--- src/rtl/vga_timing_gen.sv ---
// Raster timing generator: pixel-rate clock enable, h/v counters and registered
// sync/blank/coordinate outputs for a VGA DAC, plus a per-frame update strobe.
module vga_timing_gen #(
  parameter int H_ACTIVE    = 640,
  parameter int H_FP        = 16,
  parameter int H_SYNC      = 96,
  parameter int H_BP        = 48,
  parameter int V_ACTIVE    = 480,
  parameter int V_FP        = 10,
  parameter int V_SYNC      = 2,
  parameter int V_BP        = 33,
  parameter int CLK_DIV     = 2,
  parameter bit SYNC_ACTIVE = 1'b0
) (
  input  logic       clk,
  input  logic       reset,
  output logic [9:0] x,
  output logic [9:0] y,
  output logic       video_on,
  output logic       hsync,
  output logic       vsync,
  output logic       vga_blank_n,
  output logic       vga_sync_n,
  output logic       vga_clk,
  output logic       pixel_tick,
  output logic       frame_tick
);

  localparam int H_TOTAL = H_ACTIVE + H_FP + H_SYNC + H_BP;
  localparam int V_TOTAL = V_ACTIVE + V_FP + V_SYNC + V_BP;
  localparam int DW      = $clog2(CLK_DIV);

  localparam logic [DW-1:0] DIV_LAST = DW'(CLK_DIV - 1);
  localparam logic [DW-1:0] DIV_HALF = DW'(CLK_DIV / 2);
  localparam logic [9:0]    H_LAST   = 10'(H_TOTAL - 1);
  localparam logic [9:0]    V_LAST   = 10'(V_TOTAL - 1);
  localparam logic [9:0]    H_ACT    = 10'(H_ACTIVE);
  localparam logic [9:0]    V_ACT    = 10'(V_ACTIVE);
  localparam logic [9:0]    HS_BEG   = 10'(H_ACTIVE + H_FP);
  localparam logic [9:0]    HS_END   = 10'(H_ACTIVE + H_FP + H_SYNC);
  localparam logic [9:0]    VS_BEG   = 10'(V_ACTIVE + V_FP);
  localparam logic [9:0]    VS_END   = 10'(V_ACTIVE + V_FP + V_SYNC);

  logic [DW-1:0] r_div_cnt;
  logic [9:0]    r_h_cnt;
  logic [9:0]    r_v_cnt;
  logic [9:0]    r_x;
  logic [9:0]    r_y;
  logic          r_video_on;
  logic          r_hsync;
  logic          r_vsync;
  logic          r_vga_clk;
  logic          r_pixel_tick;
  logic          r_frame_tick;

  logic w_advance;
  logic w_h_wrap;
  logic w_v_wrap;
  logic w_hs_on;
  logic w_vs_on;

  always_comb begin
    w_advance = (r_div_cnt == DIV_LAST);
    w_h_wrap  = (r_h_cnt == H_LAST);
    w_v_wrap  = (r_v_cnt == V_LAST);
    w_hs_on   = (r_h_cnt >= HS_BEG) && (r_h_cnt < HS_END);
    w_vs_on   = (r_v_cnt >= VS_BEG) && (r_v_cnt < VS_END);
  end

  always_ff @(posedge clk) begin
    if (reset) begin
      r_div_cnt    <= '0;
      r_h_cnt      <= '0;
      r_v_cnt      <= '0;
      r_x          <= '0;
      r_y          <= '0;
      r_video_on   <= 1'b0;
      r_hsync      <= ~SYNC_ACTIVE;
      r_vsync      <= ~SYNC_ACTIVE;
      r_vga_clk    <= 1'b0;
      r_pixel_tick <= 1'b0;
      r_frame_tick <= 1'b0;
    end else begin
      r_div_cnt    <= w_advance ? '0 : r_div_cnt + 1'b1;
      r_pixel_tick <= w_advance;
      r_vga_clk    <= (r_div_cnt >= DIV_HALF);

      if (w_advance) begin
        r_h_cnt <= w_h_wrap ? '0 : r_h_cnt + 10'd1;
        if (w_h_wrap) begin
          r_v_cnt <= w_v_wrap ? '0 : r_v_cnt + 10'd1;
        end
      end

      // Output stage samples the counters, so every output shares one clk of latency
      r_x          <= r_h_cnt;
      r_y          <= r_v_cnt;
      r_video_on   <= (r_h_cnt < H_ACT) && (r_v_cnt < V_ACT);
      r_hsync      <= w_hs_on ? SYNC_ACTIVE : ~SYNC_ACTIVE;
      r_vsync      <= w_vs_on ? SYNC_ACTIVE : ~SYNC_ACTIVE;
      // div_cnt==0 marks the first clk of a pixel, so the strobe fires only on entry
      r_frame_tick <= (r_h_cnt == 10'd0) && (r_v_cnt == V_ACT) && (r_div_cnt == '0);
    end
  end

  assign x           = r_x;
  assign y           = r_y;
  assign video_on    = r_video_on;
  assign vga_blank_n = r_video_on;
  assign vga_sync_n  = 1'b0;
  assign hsync       = r_hsync;
  assign vsync       = r_vsync;
  assign vga_clk     = r_vga_clk;
  assign pixel_tick  = r_pixel_tick;
  assign frame_tick  = r_frame_tick;

endmodule

--- config.mk ---
export PLATFORM = sky130hd
export DESIGN_NAME = vga_timing_gen
export DESIGN_NICKNAME = d
export VERILOG_FILES = /design/src/rtl/vga_timing_gen.sv
export SDC_FILE = /design/constraint.sdc
export NUM_CORES = 1
export LEC_CHECK = 0
export ABC_AREA = 1
export BUFFER_PORTS_ARGS = -buffer_cell sky130_fd_sc_hd__buf_4
export CAP_MARGIN = 5
export CORE_AREA = 2 2 93 50
export CTS_BUF_LIST = sky130_fd_sc_hd__clkbuf_4 sky130_fd_sc_hd__clkbuf_8
export CTS_CLUSTER_SIZE = 16
export DETAILED_ROUTE_END_ITERATION = 16
export DIE_AREA = 0 0 95 52
export GPL_ROUTABILITY_DRIVEN = 0
export PLACE_DENSITY_LB_ADDON = 0.3
export RECOVER_POWER = 25
export SLEW_MARGIN = 20
export SYNTH_ARGS = -nofsm -noshare
export SYNTH_HDL_FRONTEND = slang
export SYNTH_SLANG_ARGS = --single-unit
--- constraint.sdc ---
create_clock -name clk -period 1.3 [get_ports clk]
set_input_delay 0 -clock clk [delete_from_list [all_inputs] [get_ports clk]]
set_output_delay 0 -clock clk [all_outputs]
set_load 0.01 [all_outputs]
==> flow_summary.ini <==
[outcome]
run_status = finished, violations left
violations = setup timing

[clocking]
cts.path.max_buffers = 2
clk-insertion-delay-late_ns = 0.31
cts-htree-levels = 2
cts_num_sinks = 46
cts_tree = built
clock_tree.root_cell = sky130_fd_sc_hd__clkbuf_8
path_clk_slew_ns = 0.09
numCtsBuffers = 5

[placement]
place.detailed.hpwl_mm = 3.58
portBuffers = 28
post-place-ws_ns = -0.0980
placed_area_sq_um = 2500

[sta]
period_minus_slack_ns = 1.33
hold_violations_final = 0
worst_case_clock_skew_ns = 0.00823
timing.final.crit_share_pct = 102
final.hold.worst_slack_ns = 0.0660
timing.final.setup_violations = 6
max_clock_freq_mhz = 754
drv_slew = 0
setup_repair_after_global_routing_missed_its_margin = yes
worst_slack_ns = -0.0258

[synthesis]
synth_edf_count = 0
synth.area.top_cells = sky130_fd_sc_hd__dfxtp_1 (46%), sky130_fd_sc_hd__nor2_1 (10%), sky130_fd_sc_hd__nand2_1 (9.5%), sky130_fd_sc_hd__inv_1 (6.0%), sky130_fd_sc_hd__nand3_1 (3.2%)
ys_ff_latch = 46
post_synth_num_cell_types = 26
asyncSetResetFlopFracSynth_pct = 0
yosys_most_used_dff = sky130_fd_sc_hd__dfxtp_1
yosysTopAreaCellShare_pct = 45.7
post-synth-top-count-cell = sky130_fd_sc_hd__nor2_1
synth.cells.most_frequent = sky130_fd_sc_hd__nor2_1 (54), sky130_fd_sc_hd__nand2_1 (51), sky130_fd_sc_hd__dfxtp_1 (46), sky130_fd_sc_hd__inv_1 (32), sky130_fd_sc_hd__nand3_1 (13)
mappedNetlistArea_sq_um = 2020
synth_warn = 0
seq_area_frac_synth_pct = 45.7
netlist_instances = 263
synth_largest_area_cell = sky130_fd_sc_hd__dfxtp_1
syn_nets = 270
postSynthAreaPerCell_sq_um = 7.66

[setup_path]
critPathArrivalTime_ns = 1.54
cp.required_ns = 1.51
worstSetupPathType = register to register
crit_path_max_fanout = 2
worstSetupStartpoint = r_h_cnt[1]$_SDFFE_PP0P_
critPathCaptureType = register
critPathLaunchType = register
reg2reg_from = r_h_cnt[1]$_SDFFE_PP0P_

[detailed_routing]
routed-wl-met2_mm = 1.94
first_pass_iters = 4
drtAntennaViolNets = 0
detailroute.via_count = 1825
avgRoutedWirePerCell_microns = 13.1
detail_route.vias_per_cell = 4.77
routed-wl-met3_microns = 405
drc_violations_left = 0
initial_detailed_routing_violation_count = 107
drt-met1-wl_mm = 2.60
maxUsedRoutingLayer = met4
detail_route.wirelength_mm = 5.01

[layout]
nFillCells = 374
area_delta_synth_final_pct = 34.5
drive_gt1_share_pct = 34.4
utilization_pct = 64.7
nNetsFinal = 332
post-route-cell-area_sq_um = 2710
num_antenna_cells = 0

[hold_path]
timing.hold.worst.class = input pin to register
hold_wc_startpoint = reset

[floorplan]
floorplan.die_area_sq_um = 4940
floorplan.die.height_microns = 52
floorplan.initialDensity_pct = 48.1
row_count = 17
top_level_ports = 30
coreArea_sq_um = 4190
floorplan.die.width_microns = 95

[power_and_ir_drop]
power.ir.vdd_worst_uv = 568
total_leakage_power_nw = 1.16
power.density_cell_area_nw_per_um2 = 922

[flow_run]
drv.max_cap_violation_count = 0

[grt]
globalRoute.totalOverflow = 0
grt_use_total_pct = 22.1
grt_max_degree = 35
grt_pass1_vias = 1627
grt_antenna_before_repair = 0
grt_pass1_wl_mm = 7.96
timing repair:
item	in CTS	in global routing
setup endpoints to repair	10	18
setup buffers	1	3
gates resized for setup	3	27
pin swaps	3	6
hold buffers	0	0
worst max-delay path, cell delays in order, from the launching register on:
cell                      delay [ns]
sky130_fd_sc_hd__dfxtp_2        0.36
sky130_fd_sc_hd__ha_4           0.15
sky130_fd_sc_hd__buf_4          0.11
sky130_fd_sc_hd__nand4_1        0.17
sky130_fd_sc_hd__nor2_2         0.16
sky130_fd_sc_hd__nand2_1        0.09
sky130_fd_sc_hd__xor2_1         0.15
sky130_fd_sc_hd__nor2_1         0.05
through the flow:
stage | cells | power, mW | TNS, ns
2_1_floorplan | 263 | 1.54 | 0
3_3_place_gp | 371 | 1.58 | -0.0730
3_5_place_dp | 371 | 1.58 | -0.610
4_1_cts | 380 | 2.51 | -0.107
5_1_grt | 383 | 2.60 | -1.15
6_report | 383 | 2.50 | -0.0779
where the power goes:
part,switching (mW),internal (mW)
registers,0.0111,1.42
clock network,0.491,0.450
logic,0.0732,0.0526
sequential cells by signal (all words and copies together) (netlist names):
name	count
vga_blank_n	1
x	10
vga_clk	1
hsync	1
frame_tick	1
vsync	1
r_h_cnt	10
r_div_cnt	1
y	10
r_v_cnt	10
cells by family after synthesis:
| kind of cell | count (synthesis) | share of synthesized area (%) |
|---|---|---|
| other | 1 | 0.186 |
| buffers and inverters | 45 | 10.6 |
| DFF | 46 | 45.7 |
| and+or+nand+nor | 145 | 33.1 |
| adders and majority gates | 5 | 3.10 |
| AOI/OAI and AO/OA | 17 | 5.52 |
| xor gates and xnor gates | 4 | 1.74 |
cells in the final DEF (no fill, tap or decap), types with 4 or more instances in the layout:
cell	n
sky130_fd_sc_hd__buf_4	58
sky130_fd_sc_hd__nand2_1	49
sky130_fd_sc_hd__nor2_1	47
sky130_fd_sc_hd__dfxtp_1	40
sky130_fd_sc_hd__inv_1	33
sky130_fd_sc_hd__nand3_1	9
sky130_fd_sc_hd__nand4_1	8
sky130_fd_sc_hd__a21oi_2	7
sky130_fd_sc_hd__nor2_2	6
sky130_fd_sc_hd__o21ai_0	6
sky130_fd_sc_hd__clkbuf_8	6
sky130_fd_sc_hd__nor2_4	5
sky130_fd_sc_hd__clkbuf_1	5
sky130_fd_sc_hd__dfxtp_2	5
sky130_fd_sc_hd__nand2_2	4
sky130_fd_sc_hd__nor3_1	4
sky130_fd_sc_hd__nand3_2	4
routing by layer:
layer / GRT usage [%] / vias to the layer above
met1: 33.8 / 818
met5: 0 / -
li1: - / 933
met4: 7.97 / 0
met2: 28.7 / 67
met3: 6.09 / 7
layout make-up:
type / count / area (sq um) / area share, %
Sequential cell: 46 / 931 / 34.3
Timing Repair Buffer: 67 / 517 / 19.1
Multi-Input combinational cell: 172 / 972 / 35.9
Inverter: 33 / 124 / 4.57
Clock buffer: 7 / 90.1 / 3.32
Clock inverter: 1 / 5.00 / 0.185
Tap cell: 57 / 71.3 / 2.63
worst paths after layout:
kind	slack [ns]	depth (start not counted)	to
setup / recovery	-0.03	7	r_h_cnt[8]$_SDFFE_PP0P_
hold / removal	0.07	3	r_v_cnt[4]$_SDFFE_PP0P_
setup reg to reg	-0.03	7	r_h_cnt[8]$_SDFFE_PP0P_
hold reg to reg	0.53	2	r_v_cnt[8]$_SDFFE_PP0P_
Power figures use the tool's default switching activity.
